## src/rtl/mig_app_arbiter.sv

```systemverilog
// Two-port round-robin arbiter in front of a MIG DDR3 user interface.
// One transaction in flight at a time; port 0 is read-only, port 1 may read or write.
module mig_app_arbiter #(
    parameter int ADDR_WIDTH = 28,
    parameter int DATA_WIDTH = 128,
    parameter int MASK_WIDTH = 16
) (
    input  logic                  ui_clk,
    input  logic                  sys_rst,
    input  logic                  init_calib_complete,
    input  logic                  p0_req,
    input  logic [ADDR_WIDTH-1:0] p0_addr,
    output logic                  p0_done,
    output logic [DATA_WIDTH-1:0] p0_rdata,
    input  logic                  p1_req,
    input  logic [ADDR_WIDTH-1:0] p1_addr,
    input  logic                  p1_we,
    input  logic [DATA_WIDTH-1:0] p1_wdata,
    input  logic [MASK_WIDTH-1:0] p1_wmask,
    output logic                  p1_done,
    output logic [DATA_WIDTH-1:0] p1_rdata,
    output logic [ADDR_WIDTH-1:0] app_addr,
    output logic [2:0]            app_cmd,
    output logic                  app_en,
    input  logic                  app_rdy,
    output logic [DATA_WIDTH-1:0] app_wdf_data,
    output logic [MASK_WIDTH-1:0] app_wdf_mask,
    output logic                  app_wdf_wren,
    output logic                  app_wdf_end,
    input  logic                  app_wdf_rdy,
    input  logic                  app_rd_data_valid,
    input  logic [DATA_WIDTH-1:0] app_rd_data,
    output logic                  busy,
    output logic                  err_stray
);

    typedef enum logic [1:0] {S_IDLE, S_ISSUE, S_RD_WAIT, S_DONE} state_t;

    state_t                r_state;
    logic                  r_last_gnt;
    logic                  r_gnt;
    logic                  r_is_rd;
    logic [ADDR_WIDTH-1:0] r_addr;
    logic [2:0]            r_cmd;
    logic [DATA_WIDTH-1:0] r_wdata;
    logic [MASK_WIDTH-1:0] r_wmask;
    logic                  r_app_en;
    logic                  r_wren;
    logic                  r_p0_done;
    logic                  r_p1_done;
    logic [DATA_WIDTH-1:0] r_p0_rdata;
    logic [DATA_WIDTH-1:0] r_p1_rdata;
    logic                  r_busy;
    logic                  r_err;

    logic w_elig0, w_elig1, w_pick1;
    logic w_cmd_acc, w_wdf_acc, w_cmd_left, w_wdf_left, w_rd_ok;

    // A port whose done pulse is up this cycle is not allowed to re-win immediately.
    assign w_elig0    = p0_req & ~r_p0_done;
    assign w_elig1    = p1_req & ~r_p1_done;
    assign w_pick1    = w_elig1 & (~w_elig0 | ~r_last_gnt);
    assign w_cmd_acc  = r_app_en & app_rdy;
    assign w_wdf_acc  = r_wren & app_wdf_rdy;
    assign w_cmd_left = r_app_en & ~app_rdy;
    assign w_wdf_left = r_wren & ~app_wdf_rdy;
    assign w_rd_ok    = (r_state == S_RD_WAIT) | ((r_state == S_ISSUE) & r_is_rd);

    always_ff @(posedge ui_clk or posedge sys_rst) begin
        if (sys_rst) begin
            r_state    <= S_IDLE;
            r_last_gnt <= 1'b1;
            r_gnt      <= 1'b0;
            r_is_rd    <= 1'b1;
            r_addr     <= '0;
            r_cmd      <= 3'b001;
            r_wdata    <= '0;
            r_wmask    <= '0;
            r_app_en   <= 1'b0;
            r_wren     <= 1'b0;
            r_p0_done  <= 1'b0;
            r_p1_done  <= 1'b0;
            r_p0_rdata <= '0;
            r_p1_rdata <= '0;
            r_busy     <= 1'b0;
            r_err      <= 1'b0;
        end else begin
            if (app_rd_data_valid & ~w_rd_ok)
                r_err <= 1'b1;
            case (r_state)
                S_IDLE: begin
                    if (init_calib_complete & (w_elig0 | w_elig1)) begin
                        r_gnt      <= w_pick1;
                        r_last_gnt <= w_pick1;
                        r_addr     <= w_pick1 ? p1_addr : p0_addr;
                        r_is_rd    <= ~(w_pick1 & p1_we);
                        r_cmd      <= (w_pick1 & p1_we) ? 3'b000 : 3'b001;
                        if (w_pick1 & p1_we) begin
                            r_wdata <= p1_wdata;
                            r_wmask <= p1_wmask;
                        end
                        r_app_en   <= 1'b1;
                        r_wren     <= w_pick1 & p1_we;
                        r_busy     <= 1'b1;
                        r_state    <= S_ISSUE;
                    end
                end
                S_ISSUE: begin
                    if (w_cmd_acc) r_app_en <= 1'b0;
                    if (w_wdf_acc) r_wren   <= 1'b0;
                    if (r_is_rd) begin
                        // Read data may already be valid in the command-accept cycle.
                        if (w_cmd_acc & app_rd_data_valid) begin
                            if (r_gnt) begin
                                r_p1_rdata <= app_rd_data;
                                r_p1_done  <= 1'b1;
                            end else begin
                                r_p0_rdata <= app_rd_data;
                                r_p0_done  <= 1'b1;
                            end
                            r_state <= S_DONE;
                        end else if (w_cmd_acc) begin
                            r_state <= S_RD_WAIT;
                        end
                    end else if (~w_cmd_left & ~w_wdf_left) begin
                        if (r_gnt) r_p1_done <= 1'b1;
                        else       r_p0_done <= 1'b1;
                        r_state <= S_DONE;
                    end
                end
                S_RD_WAIT: begin
                    if (app_rd_data_valid) begin
                        if (r_gnt) begin
                            r_p1_rdata <= app_rd_data;
                            r_p1_done  <= 1'b1;
                        end else begin
                            r_p0_rdata <= app_rd_data;
                            r_p0_done  <= 1'b1;
                        end
                        r_state <= S_DONE;
                    end
                end
                S_DONE: begin
                    r_p0_done <= 1'b0;
                    r_p1_done <= 1'b0;
                    r_busy    <= 1'b0;
                    r_state   <= S_IDLE;
                end
                default: r_state <= S_IDLE;
            endcase
        end
    end

    assign p0_done      = r_p0_done;
    assign p1_done      = r_p1_done;
    assign p0_rdata     = r_p0_rdata;
    assign p1_rdata     = r_p1_rdata;
    assign app_addr     = r_addr;
    assign app_cmd      = r_cmd;
    assign app_en       = r_app_en;
    assign app_wdf_data = r_wdata;
    assign app_wdf_mask = r_wmask;
    assign app_wdf_wren = r_wren;
    assign app_wdf_end  = r_wren;
    assign busy         = r_busy;
    assign err_stray    = r_err;

endmodule
```

## config.mk

```make
export PLATFORM = sky130hd
export DESIGN_NAME = mig_app_arbiter
export DESIGN_NICKNAME = d
export VERILOG_FILES = /design/src/rtl/mig_app_arbiter.sv
export SDC_FILE = /design/constraint.sdc
export NUM_CORES = 1
export LEC_CHECK = 0
export ABC_AREA = 0
export BUFFER_PORTS_ARGS = -buffer_cell sky130_fd_sc_hd__buf_2
export CORE_AREA = 2 2 298 300
export DETAILED_ROUTE_END_ITERATION = 16
export DIE_AREA = 0 0 300 302
export PLACE_DENSITY = 0.44
export SLEW_MARGIN = 20
export SYNTH_ARGS = -nofsm -noshare
export SYNTH_HDL_FRONTEND = slang
export SYNTH_SLANG_ARGS = --single-unit
```

## constraint.sdc

```tcl
create_clock -name ui_clk -period 27.8 [get_ports ui_clk]
set_input_delay 4.17 -clock ui_clk [delete_from_list [all_inputs] [get_ports ui_clk]]
set_output_delay 4.17 -clock ui_clk [all_outputs]
set_load 0.005 [all_outputs]
```

==> impl_metrics.prom <==
# TYPE chip_impl_metric gauge
chip_impl_metric{name="max_slew.worst_pin.slew",unit="ps"} 1010
chip_impl_metric{name="initial_antenna_violation_count",unit=""} 2
chip_impl_metric{name="worst_slew_margin_relative_to_its_limit",unit="%"} 32.8
chip_impl_metric{name="grt_pass1_wl",unit="mm"} 78.6
chip_impl_metric{name="maximum_vdd_drop",unit="mV"} 0.0513
chip_impl_metric{name="final.setup.tns",unit="ps"} 0
chip_impl_metric{name="clock_power_share",unit="%"} 24.2
chip_impl_metric{name="yosysSeqAreaShare",unit="%"} 63.9
chip_impl_metric{name="p_comb_share",unit="%"} 33.9
chip_impl_metric{name="yosys_warnings",unit=""} 0
chip_impl_metric{name="asyncSetResetFlopFracSynth",unit="%"} 100
chip_impl_metric{name="dr.pass1.iters",unit=""} 4
chip_impl_info{name="timing.critical_path.mode_cell",value="sky130_fd_sc_hd__buf_4"} 1
chip_impl_metric{name="synth_top_cell_area_share",unit="%"} 63.6
chip_impl_metric{name="cellLeakagePower",unit="nW"} 12.4
chip_impl_metric{name="wire_per_inst",unit="um"} 17.6
chip_impl_metric{name="io-pin-count",unit=""} 775
chip_impl_metric{name="cp_slowest_stage_delay",unit="ps"} 850
chip_impl_metric{name="floorplan.initialDensity",unit="%"} 19.6
chip_impl_metric{name="synth_area_per_cell",unit="um^2"} 16.3
chip_impl_metric{name="final_net_count",unit=""} 2176
chip_impl_metric{name="number_of_nets_with_antenna_violations_after_detailed_routing",unit=""} 0
chip_impl_metric{name="syn-instance-count",unit=""} 1052
chip_impl_metric{name="critical_path.n_buffers_inverters",unit=""} 4
chip_impl_metric{name="buffer_ports.inserted",unit=""} 772
chip_impl_info{name="min_path_type",value="flip-flop to flip-flop"} 1
chip_impl_metric{name="routed-via-count",unit=""} 11700
chip_impl_metric{name="finalHoldViolCount",unit=""} 0
chip_impl_metric{name="die-area",unit="mm^2"} 0.0906
chip_impl_metric{name="p_seq_share",unit="%"} 42.0
chip_impl_metric{name="areaGrowthSynthToFinish",unit="%"} 38.6
chip_impl_info{name="tritoncts_clock_tree",value="yes"} 1
chip_impl_metric{name="cts-hold-fix-buffers",unit=""} 0
chip_impl_metric{name="placementRows",unit=""} 109
chip_impl_metric{name="setup_viol_count_final",unit=""} 0
chip_impl_metric{name="die_span_in_y",unit="um"} 302
chip_impl_metric{name="stdcell_count",unit=""} 3038
chip_impl_metric{name="path_max_fanout",unit=""} 54
chip_impl_metric{name="drive_above_1_share",unit="%"} 65.5
chip_impl_metric{name="post-route-drc-count",unit=""} 0
chip_impl_metric{name="wirelength",unit="mm"} 53.6
chip_impl_metric{name="number_of_synthesized_flops_with_an_enable_pin",unit=""} 0
chip_impl_metric{name="gr-total-overflow",unit=""} 0
chip_impl_metric{name="cts_max_level",unit=""} 2
chip_impl_metric{name="source_to_sink_clock_delay_at_the_later_pin_of_the_worst_skew_pair",unit="ps"} 570
chip_impl_metric{name="gp_routability_congestion",unit=""} 0.789
chip_impl_metric{name="switching_power",unit="W"} 0.000802
chip_impl_info{name="crit_path_start_kind",value="input pin"} 1
chip_impl_metric{name="timing.final.ws_setup",unit="ps"} 20350
chip_impl_metric{name="groute.usage.overall",unit="%"} 11.2
chip_impl_metric{name="period_share",unit="%"} 26.8
chip_impl_metric{name="detail_route.iter0.violations",unit=""} 374
chip_impl_metric{name="cts-buffers-inserted",unit=""} 51
chip_impl_metric{name="synth.lib_cells_used.distinct",unit=""} 40
chip_impl_info{name="clk_root_buffer_cell",value="sky130_fd_sc_hd__clkbuf_16"} 1
chip_impl_metric{name="first_global_vias",unit=""} 12500
chip_impl_metric{name="worst-endpoint-arrival",unit="ps"} 7900
chip_impl_info{name="synth_top_area_cell",value="sky130_fd_sc_hd__dfrtp_1"} 1
chip_impl_metric{name="p_sw_share",unit="%"} 30.8
chip_impl_metric{name="ys_ff_latch",unit=""} 439
chip_impl_metric{name="synth_area",unit="mm^2"} 0.0172
chip_impl_info{name="run_status",value="finished, final reports clean"} 1
chip_impl_metric{name="period_needed",unit="ps"} 7450
chip_impl_metric{name="clock-skew-final",unit="ps"} 8.09
chip_impl_info{name="ys_top_cells_by_count",value="437 x sky130_fd_sc_hd__dfrtp_1, 263 x sky130_fd_sc_hd__mux2_2, 90 x sky130_fd_sc_hd__mux2_4, 48 x sky130_fd_sc_hd__mux2_1, 36 x sky130_fd_sc_hd__nand2_1"} 1
chip_impl_metric{name="grt_start_max_net_pins",unit=""} 131
chip_impl_metric{name="preCtsSetupSlack",unit="ps"} 19750
chip_impl_metric{name="cts_resized",unit=""} 0
chip_impl_info{name="crit_family",value="buffers and inverters"} 1
chip_impl_metric{name="vias_per_cell",unit=""} 3.84
chip_impl_info{name="worst-setup-path-type",value="input pin to flip-flop"} 1
chip_impl_metric{name="cts_num_sinks",unit=""} 439
chip_impl_info{name="cp_cell_sequence",value="buf_2, nor2b_2, a21bo_1, buf_4, or3_4, buf_4, buf_4, mux2_1"} 1
chip_impl_metric{name="reg2reg_setup_slack",unit="ps"} 23650
chip_impl_info{name="end_kind",value="flip-flop"} 1
chip_impl_metric{name="timing.max_cap.violations",unit=""} 0
chip_impl_metric{name="fp.dieW",unit="um"} 300
chip_impl_metric{name="post-place-cells",unit=""} 2945
chip_impl_metric{name="number_of_setup_buffers_added_after_cts",unit=""} 0
chip_impl_info{name="synthMostInstantiatedCell",value="sky130_fd_sc_hd__dfrtp_1"} 1
chip_impl_metric{name="cts_buffer_depth",unit=""} 3
chip_impl_metric{name="place_hpwl",unit="mm"} 40.4
chip_impl_metric{name="clk_pin_slew",unit="ps"} 60
chip_impl_info{name="crit_slowest_cell",value="sky130_fd_sc_hd__buf_4"} 1
chip_impl_metric{name="achievable-frequency",unit="MHz"} 134
chip_impl_info{name="synth_area_leaders",value="sky130_fd_sc_hd__dfrtp_1 64%, sky130_fd_sc_hd__mux2_2 17%, sky130_fd_sc_hd__mux2_4 7.9%"} 1
chip_impl_metric{name="p_int",unit="W"} 0.00180
chip_impl_metric{name="slew_violations",unit=""} 0
chip_impl_metric{name="worst_path_required_time",unit="ps"} 28250
chip_impl_info{name="unrepaired_setup_endpoints_after_global_routing",value="no"} 1
chip_impl_info{name="ys.flop_type",value="sky130_fd_sc_hd__dfrtp_1"} 1
chip_impl_metric{name="pd_cells",unit="mW/mm^2"} 109
chip_impl_metric{name="core",unit="mm^2"} 0.0876
[metrics by stage]
| stage | hold slack [ps] | power [W] | utilization (%) | instance area, um^2 |
|---|---|---|---|---|
| after floorplan | 461 | 0.00153 | - | 17200 |
| after global placement | 455 | 0.00199 | 25.4 | 22300 |
| after global routing | 493 | 0.00278 | 27.2 | 23800 |
| final | 461 | 0.00261 | 27.2 | 23800 |
| after detailed placement | 454 | 0.00201 | 25.4 | 22300 |
| after CTS | 468 | 0.00267 | 27.2 | 23800 |
[per-layer routing]
layer	up-vias	GRT usage, %	share of wire, %
met5	-	0	0
met4	0	4.02	2.9
met3	90	3.20	7.0
met2	409	20.3	53
met1	5897	12.4	37
li1	5281	-	-
[logic make-up (layout without fill, tap and decap cells)]
group,Yosys count,in the layout,synth area share (%)
and+or+nand+nor,55,55,1.43
DFF,439,439,63.9
other,1,4,0.0218
buffers and inverters,68,886,2.44
AOI/OAI and AO/OA,52,52,1.81
adders and majority gates,6,6,0.437
muxes,431,431,30.0
[cell type report]
cell class              count  area (um^2)
diodes                      2         5.00
clock buffers              76         1470
clock inverters            15         81.3
fillers                  9237        63700
inverters                   8         37.5
multi-input cells         546         5810
flip-flops and latches    439        11000
well taps                1165         1460
repair buffers            787         3980
[layout by cell type, fill, tap and decap left out, types with 3 or more instances in the layout]
cell and count:
sky130_fd_sc_hd__ha_1 6, sky130_fd_sc_hd__mux2_1 48, sky130_fd_sc_hd__buf_4 15, sky130_fd_sc_hd__mux2i_1 30, sky130_fd_sc_hd__clkbuf_8 10, sky130_fd_sc_hd__inv_1 7, sky130_fd_sc_hd__buf_2 772, sky130_fd_sc_hd__o21ai_0 32
sky130_fd_sc_hd__nor2_1 3, sky130_fd_sc_hd__a21oi_1 4, sky130_fd_sc_hd__mux2_2 263, sky130_fd_sc_hd__mux2_4 90, sky130_fd_sc_hd__nor2b_1 4, sky130_fd_sc_hd__clkinv_2 13, sky130_fd_sc_hd__dfrtp_1 437, sky130_fd_sc_hd__nand2_1 36
sky130_fd_sc_hd__clkbuf_16 51, sky130_fd_sc_hd__clkbuf_1 15
[sequential cells by signal (all words and copies together), names as in the netlist, 2 cells and up]
register / count
p1_rdata: 128
app_addr: 28
app_wdf_mask: 16
app_wdf_data: 128
r_state: 2
p0_rdata: 128
[power groups by stage]
stage / Clock, W / Combinational, W / Sequential [W]
floorplan: 0 / 0.000410 / 0.00112
global placement: 0 / 0.000896 / 0.00110
detailed placement: 0 / 0.000906 / 0.00110
CTS: 0.000659 / 0.000907 / 0.00110
global route: 0.000686 / 0.000962 / 0.00114
finish: 0.000630 / 0.000883 / 0.00109
[worst paths after layout]
path                       cells past startpoint                            to                  start
setup / recovery                               8  app_wdf_data[24]$_DFFE_PP0P_                 p1_req
hold / removal                                 1         err_stray$_DFFE_PP0P_  err_stray$_DFFE_PP0P_
setup reg to reg                               7  app_wdf_data[24]$_DFFE_PP0P_    p1_done$_DFFE_PP0P_
hold reg to reg                                1         err_stray$_DFFE_PP0P_  err_stray$_DFFE_PP0P_
max in group asynchronous                      4   app_wdf_data[8]$_DFFE_PP0P_                sys_rst
min in group asynchronous                      2      p1_rdata[59]$_DFFE_PP0P_                sys_rst
Note: power is estimated with default switching activity, not from simulation.
